$ cat config.mk
export PLATFORM = sky130hd
export DESIGN_NAME = kmer_window_flat
export DESIGN_NICKNAME = d
export VERILOG_FILES = /design/src/rtl/kmer_window_if.sv /design/src/rtl/kmer_window.sv /design/src/flat_wrapper.sv
export SDC_FILE = /design/constraint.sdc
export NUM_CORES = 1
export LEC_CHECK = 0
export ABC_AREA = 1
export BUFFER_PORTS_ARGS = -buffer_cell sky130_fd_sc_hd__buf_2
export CAP_MARGIN = 20
export CELL_PAD_IN_SITES_DETAIL_PLACEMENT = 1
export CELL_PAD_IN_SITES_GLOBAL_PLACEMENT = 2
export CORE_MARGIN = 2
export CORE_UTILIZATION = 34
export DETAILED_ROUTE_END_ITERATION = 12
export PLACE_DENSITY = 0.8
export REMOVE_ABC_BUFFERS = 1
export SYNTH_ARGS = -nofsm -noshare
export SYNTH_HDL_FRONTEND = slang
export SYNTH_SLANG_ARGS = --single-unit
$ cat constraint.sdc
create_clock -name clk -period 3.38 [get_ports clk]
set_input_delay 0.169 -clock clk [delete_from_list [all_inputs] [get_ports clk]]
set_output_delay 0.169 -clock clk [all_outputs]
set_load 0.005 [all_outputs]
$ cat src/rtl/kmer_window_if.sv
// Input word stream from the read-fetch path into kmer_window.
// The master drives a packed word of 2-bit bases; the slave answers with in_ready.
interface kmer_window_if #(
   parameter int IN_BASES = 32
);
   logic                  in_valid;
   logic                  in_ready;
   logic [2*IN_BASES-1:0] in_data;
   logic [5:0]            in_nbases;
   logic                  in_last;

   modport master (output in_valid, in_data, in_nbases, in_last, input in_ready);
   modport slave  (input in_valid, in_data, in_nbases, in_last, output in_ready);
endinterface

$ cat src/rtl/kmer_window.sv
// kmer_window: slides a K-base window over each read and presents one K-mer key
// per unstalled cycle to the hash stage. Keys never span two reads; every read
// is closed by an end-of-read marker (ctr=01, key=0).
module kmer_window #(
   parameter int K        = 100,
   parameter int IN_BASES = 32
) (
   input  logic              clk,
   input  logic              rst,
   input  logic              stall,
   kmer_window_if.slave      in_if,
   output logic [2*K-1:0]    key,
   output logic [1:0]        ctr
);
   localparam int KW = 2 * K;
   localparam int DW = 2 * IN_BASES;
   localparam int IW = $clog2(IN_BASES + 1);
   localparam int FW = $clog2(K + 1);
   localparam int CW = (IW > 6) ? IW + 1 : 7;

   localparam logic [1:0] CTR_NONE = 2'b00;
   localparam logic [1:0] CTR_KEY  = 2'b11;
   localparam logic [1:0] CTR_EOR  = 2'b01;

   // Word buffer: one captured input word plus the index of the next base to consume.
   logic [DW-1:0] buf_data_q, buf_data_d;
   logic [5:0]    buf_n_q, buf_n_d;
   logic [IW-1:0] buf_idx_q, buf_idx_d;
   logic          buf_full_q, buf_full_d;
   logic          buf_last_q, buf_last_d;
   logic          pend_last_q, pend_last_d;
   logic          live_q;

   // Only the newest K-1 bases are kept; the key is formed from these plus the incoming base.
   logic [KW-3:0] win_q, win_d;
   logic [FW-1:0] fill_q, fill_d;
   logic [KW-1:0] key_q, key_d;
   logic [1:0]    ctr_q, ctr_d;

   logic [1:0]    base_s;
   logic [KW-1:0] win_shift_s;
   logic [FW-1:0] fill_inc_s;
   logic [CW-1:0] idx_next_s;
   logic          last_base_s;
   logic          take_s;

   // live_q keeps in_ready low until the first edge after reset is released.
   assign in_if.in_ready = rst & live_q & ~buf_full_q & ~pend_last_q & ~stall;
   assign take_s         = in_if.in_valid & in_if.in_ready;

   assign win_shift_s = {win_q, base_s};
   assign fill_inc_s  = (fill_q == FW'(K)) ? fill_q : (fill_q + FW'(1));
   assign idx_next_s  = CW'(buf_idx_q) + CW'(1);
   // Treat an index at or past the word length as the last base so nothing beyond it is taken.
   assign last_base_s = (idx_next_s >= CW'(buf_n_q));

   assign key = key_q;
   assign ctr = ctr_q;

   // Select the base at the current buffer index (OR of one-hot matches).
   always_comb begin
      base_s = 2'b00;
      for (int i = 0; i < IN_BASES; i++) begin
         base_s = base_s | ((IW'(i) == buf_idx_q) ? buf_data_q[2*i +: 2] : 2'b00);
      end
   end

   // Next-state: end-of-read marker, base consumption, or word capture; stall holds everything.
   always_comb begin
      buf_data_d  = buf_data_q;
      buf_n_d     = buf_n_q;
      buf_idx_d   = buf_idx_q;
      buf_full_d  = buf_full_q;
      buf_last_d  = buf_last_q;
      pend_last_d = pend_last_q;
      win_d       = win_q;
      fill_d      = fill_q;
      key_d       = key_q;
      ctr_d       = ctr_q;

      if (stall) begin
         ctr_d = ctr_q;
      end else if (pend_last_q) begin
         ctr_d       = CTR_EOR;
         key_d       = '0;
         win_d       = '0;
         fill_d      = '0;
         pend_last_d = 1'b0;
      end else if (buf_full_q) begin
         win_d  = win_shift_s[KW-3:0];
         fill_d = fill_inc_s;
         if (fill_inc_s == FW'(K)) begin
            ctr_d = CTR_KEY;
            key_d = win_shift_s;
         end else begin
            ctr_d = CTR_NONE;
         end
         if (last_base_s) begin
            buf_full_d  = 1'b0;
            buf_idx_d   = '0;
            pend_last_d = buf_last_q;
         end else begin
            buf_idx_d = IW'(idx_next_s);
         end
      end else begin
         ctr_d = CTR_NONE;
         if (take_s) begin
            buf_data_d = in_if.in_data;
            buf_n_d    = in_if.in_nbases;
            buf_last_d = in_if.in_last;
            buf_full_d = 1'b1;
            buf_idx_d  = '0;
         end else begin
            buf_full_d = 1'b0;
         end
      end
   end

   // State and output registers with synchronous active-low reset.
   always_ff @(posedge clk) begin
      if (!rst) begin
         buf_data_q  <= '0;
         buf_n_q     <= 6'd0;
         buf_idx_q   <= '0;
         buf_full_q  <= 1'b0;
         buf_last_q  <= 1'b0;
         pend_last_q <= 1'b0;
         live_q      <= 1'b0;
         win_q       <= '0;
         fill_q      <= '0;
         key_q       <= '0;
         ctr_q       <= CTR_NONE;
      end else begin
         buf_data_q  <= buf_data_d;
         buf_n_q     <= buf_n_d;
         buf_idx_q   <= buf_idx_d;
         buf_full_q  <= buf_full_d;
         buf_last_q  <= buf_last_d;
         pend_last_q <= pend_last_d;
         live_q      <= 1'b1;
         win_q       <= win_d;
         fill_q      <= fill_d;
         key_q       <= key_d;
         ctr_q       <= ctr_d;
      end
   end
endmodule

$ cat src/flat_wrapper.sv
// flat-port wrapper written by rule: the top's interface ports become plain ports
module kmer_window_flat 
#(
   parameter int K        = 100,
   parameter int IN_BASES = 32
)
  (clk, rst, stall, key, ctr, in_if_in_valid, in_if_in_data, in_if_in_nbases, in_if_in_last, in_if_in_ready);
  kmer_window_if #(.IN_BASES(IN_BASES)) in_if_i ();
  input  logic clk;
  input  logic rst;
  input  logic stall;
  output logic [2*K-1:0] key;
  output logic [1:0] ctr;
  input wire logic [$bits(in_if_i.in_valid)-1:0] in_if_in_valid;
  input wire logic [$bits(in_if_i.in_data)-1:0] in_if_in_data;
  input wire logic [$bits(in_if_i.in_nbases)-1:0] in_if_in_nbases;
  input wire logic [$bits(in_if_i.in_last)-1:0] in_if_in_last;
  output wire logic [$bits(in_if_i.in_ready)-1:0] in_if_in_ready;
  assign in_if_i.in_valid = in_if_in_valid;
  assign in_if_i.in_data = in_if_in_data;
  assign in_if_i.in_nbases = in_if_in_nbases;
  assign in_if_i.in_last = in_if_in_last;
  assign in_if_in_ready = in_if_i.in_ready;
  kmer_window #(.K(K), .IN_BASES(IN_BASES)) u_core (.clk(clk), .rst(rst), .stall(stall), .in_if(in_if_i), .key(key), .ctr(ctr));
endmodule
==> results.json <==
{
  "vias": 16297,
  "power_frac_seq": 0.479,
  "crit_path_start_kind": "register",
  "cellPowerDensity_nw_per_um2": 515,
  "cp_num_buf_inv": 1,
  "drtAntennaViolNets": 0,
  "grt_pass1_vias": 16905,
  "switching_share": 0.219,
  "total_power_mw": 12.1,
  "hold_path_class": "input port to register",
  "end_kind": "register",
  "max_stage_delay_ns": 0.46,
  "skew_ns": 0.0126,
  "p_clk_frac": 0.484,
  "ys_types": 28,
  "worstPathCellList": "ha_1 -> nand3_1 -> xor2_1 -> inv_1 -> ha_1 -> a21oi_1 -> o211ai_1 -> nor2_1 -> nand2_1 -> nand3_1 -> a21oi_1",
  "arrival_ns": 3.17,
  "synthCells": 2369,
  "final_util": 0.417,
  "io_buffer_count": 277,
  "synth.largest_area_cell": "dfxtp_1",
  "ys.flop_type": "dfxtp_1",
  "fin_crit_sh": 0.807,
  "power_leakage_nw": 8.55,
  "synth-seq-cells": 487,
  "cts.clk_slew.worst_paths_ns": 0.06,
  "yosysMostFrequentCell": "nand2_1",
  "crit_family": "adder cells",
  "fin_area_um2": 23500,
  "tightest_slew_ns": 1.00,
  "cts_sinks": 487,
  "antennaDiodeCount": 0,
  "globalplace.congestion": 0.818,
  "drt_iter0_drc": 677,
  "synth_commonest_cells": "nand2_1, dfxtp_1, a21oi_1",
  "peakVddDrop_mv": 0.368,
  "synth_area_um2": 19400,
  "core_area_um2": 56400,
  "intPower_mw": 9.45,
  "dieArea_um2": 58900,
  "wl_per_cell_um": 15.8,
  "setup_tns_ns": 0,
  "synth_edf_count": 0,
  "viasPerCell": 4.77,
  "groute.usage.overall": 0.180,
  "clk_path_buf_depth": 3,
  "drt-total-wl_um": 53800,
  "syn_to_final_growth_pct": 21.3,
  "reg2reg_slack_ns": 0.65,
  "die_width_um": 243,
  "hold_depth": 5,
  "grt_pass1_wl_um": 88000,
  "clkLatencyLatePin_ns": 0.60,
  "drv_cap": 0,
  "antenna_found_initial": 0,
  "initial_core_util": 0.344,
  "max_freq_mhz": 367,
  "synth_seq_area_share": 0.503,
  "drive_gt1_frac": 0.288,
  "finalSetupViolations": 0,
  "drc": 0,
  "r2r_cells": 11,
  "cts_max_level": 2,
  "cts_buffers": 54,
  "cts_root_buf": "clkbuf_16",
  "synth_top_area_share": 0.503,
  "synthArstFlopShare": 0,
  "ioPinCount": 278,
  "hpwlAfterDp_um": 33800,
  "place_area_um2": 21000,
  "hold_viol": 0,
  "first_pass_iters": 4,
  "slowest_stage": "ha_1",
  "die_y_um": 243,
  "avgSynthCellArea_um2": 8.18,
  "worst-path-max-fanout": 11,
  "status": "finished clean",
  "synth.area.top_cells": "dfxtp_1, nand2_1, a21oi_2",
  "rsz0062_at_grt": "no",
  "cts_tree": "built",
  "min_period_ns": 2.73,
  "fin_nets": 2714,
  "grt_overflow": 0,
  "cp.depth": 11,
  "drv_slew": 0,
  "critPathKind": "register to register",
  "grt_max_degree": 204,
  "rows": 87,
  "p_switching_mw": 2.65,
  "fillerInstances": 6762,
  "max-slew-margin-rel": 0.333,
  "pwr-share-comb": 0.037,
  "cp.required_ns": 3.83,
  "yosysWarnings": 0
}
[layer usage]
layer,vias up,GRT usage,wire length [µm]
li1,8164,-,-
met1,7789,0.229,24900
met2,260,0.308,25200
met3,84,0.0384,2490
met4,0,0.0512,1190
met5,-,0,0
[repair_timing]
item                                   4_1_cts  5_1_grt
hold buffers                                72        0
gates resized for setup                      0        0
buffers inserted                             0        0
endpoints found under the hold margin       74        0
[tightest hold or removal path: stages]
cell and delay [ns]:
buf_2 0.10, nand2_2 0.07, inv_2 0.10, nor2_1 0.10, nor2_1 0.05
[flip-flops by register name, summed over array words and instances (netlist names)]
signal,cells
u_core.win_q,198
u_core.live_q,1
u_core.buf_full_q,1
u_core.pend_last_q,1
u_core.key,200
u_core.buf_last_q,1
u_core.buf_n_q,6
u_core.fill_q,7
u_core.buf_data_q,64
u_core.buf_idx_q,6
u_core.ctr,2
[power groups by stage]
stage	clock network [mW]	logic [mW]	registers, mW
after global routing	6.29	0.503	5.80
after CTS	6.08	0.451	5.80
final	5.85	0.450	5.80
after detailed placement	0	0.388	5.93
after floorplan	0	0.222	5.92
after global placement	0	0.380	5.92
[stage by stage]
stage	hold WS (ns)	setup WS [ns]	instances
2_1_floorplan	0.197	-5.41	2200
3_3_place_gp	0.431	0.720	3255
3_5_place_dp	0.434	0.677	3255
4_1_cts	0.00981	0.683	3415
5_1_grt	0.0659	0.323	3415
6_report	0.0439	0.654	3415
[path summary, 6_finish.rpt]
kind / start / end
worst max-delay path: u_core.buf_idx_q[0] / u_core.pend_last_q
worst max register to register: u_core.buf_idx_q[0] / u_core.pend_last_q
worst min-delay path: in_if_in_valid / u_core.buf_data_q[45]
worst min register to register: u_core.buf_data_q[21] / u_core.buf_data_q[21]
[placed cells by master, fill, tap and decap left out, types with 4 or more instances in the layout]
master           n
nor2_1         171
clkbuf_16       55
nand3_1         47
dlygate4sd3_1   72
nand4_1         37
nand2_1        685
clkbuf_1        14
a21oi_1        236
dfxtp_1        487
nand2_2        190
clkbuf_8         8
buf_12          14
xor2_1           4
clkinv_2         4
inv_1           37
buf_2          277
bufinv_16        5
buf_4            8
a21oi_2        189
o21ai_0         79
ha_1            12
[cell type report]
| class | instances | area [µm²] | area share |
|---|---|---|---|
| multi-input combinational | 1670 | 8450 | 0.359 |
| clock buffer | 77 | 1540 | 0.0655 |
| timing repair buffer | 371 | 2450 | 0.104 |
| sequential | 487 | 9750 | 0.415 |
| tap | 756 | 946 | 0.0403 |
| clock inverter | 11 | 199 | 0.00847 |
| inverter | 43 | 169 | 0.00719 |
[cells by family (layout without fill, tap and decap cells)]
| logic type | after synthesis | in the layout | synth area share |
|---|---|---|---|
| adders and majority gates | 12 | 12 | 0.00775 |
| and+or+nand+nor | 1145 | 1145 | 0.257 |
| xor gates and xnor gates | 4 | 4 | 0.00181 |
| AOI/OAI and AO/OA | 509 | 509 | 0.169 |
| DFF | 487 | 487 | 0.503 |
| buffers and inverters | 212 | 502 | 0.0620 |
(Power assumes the default switching activity.)
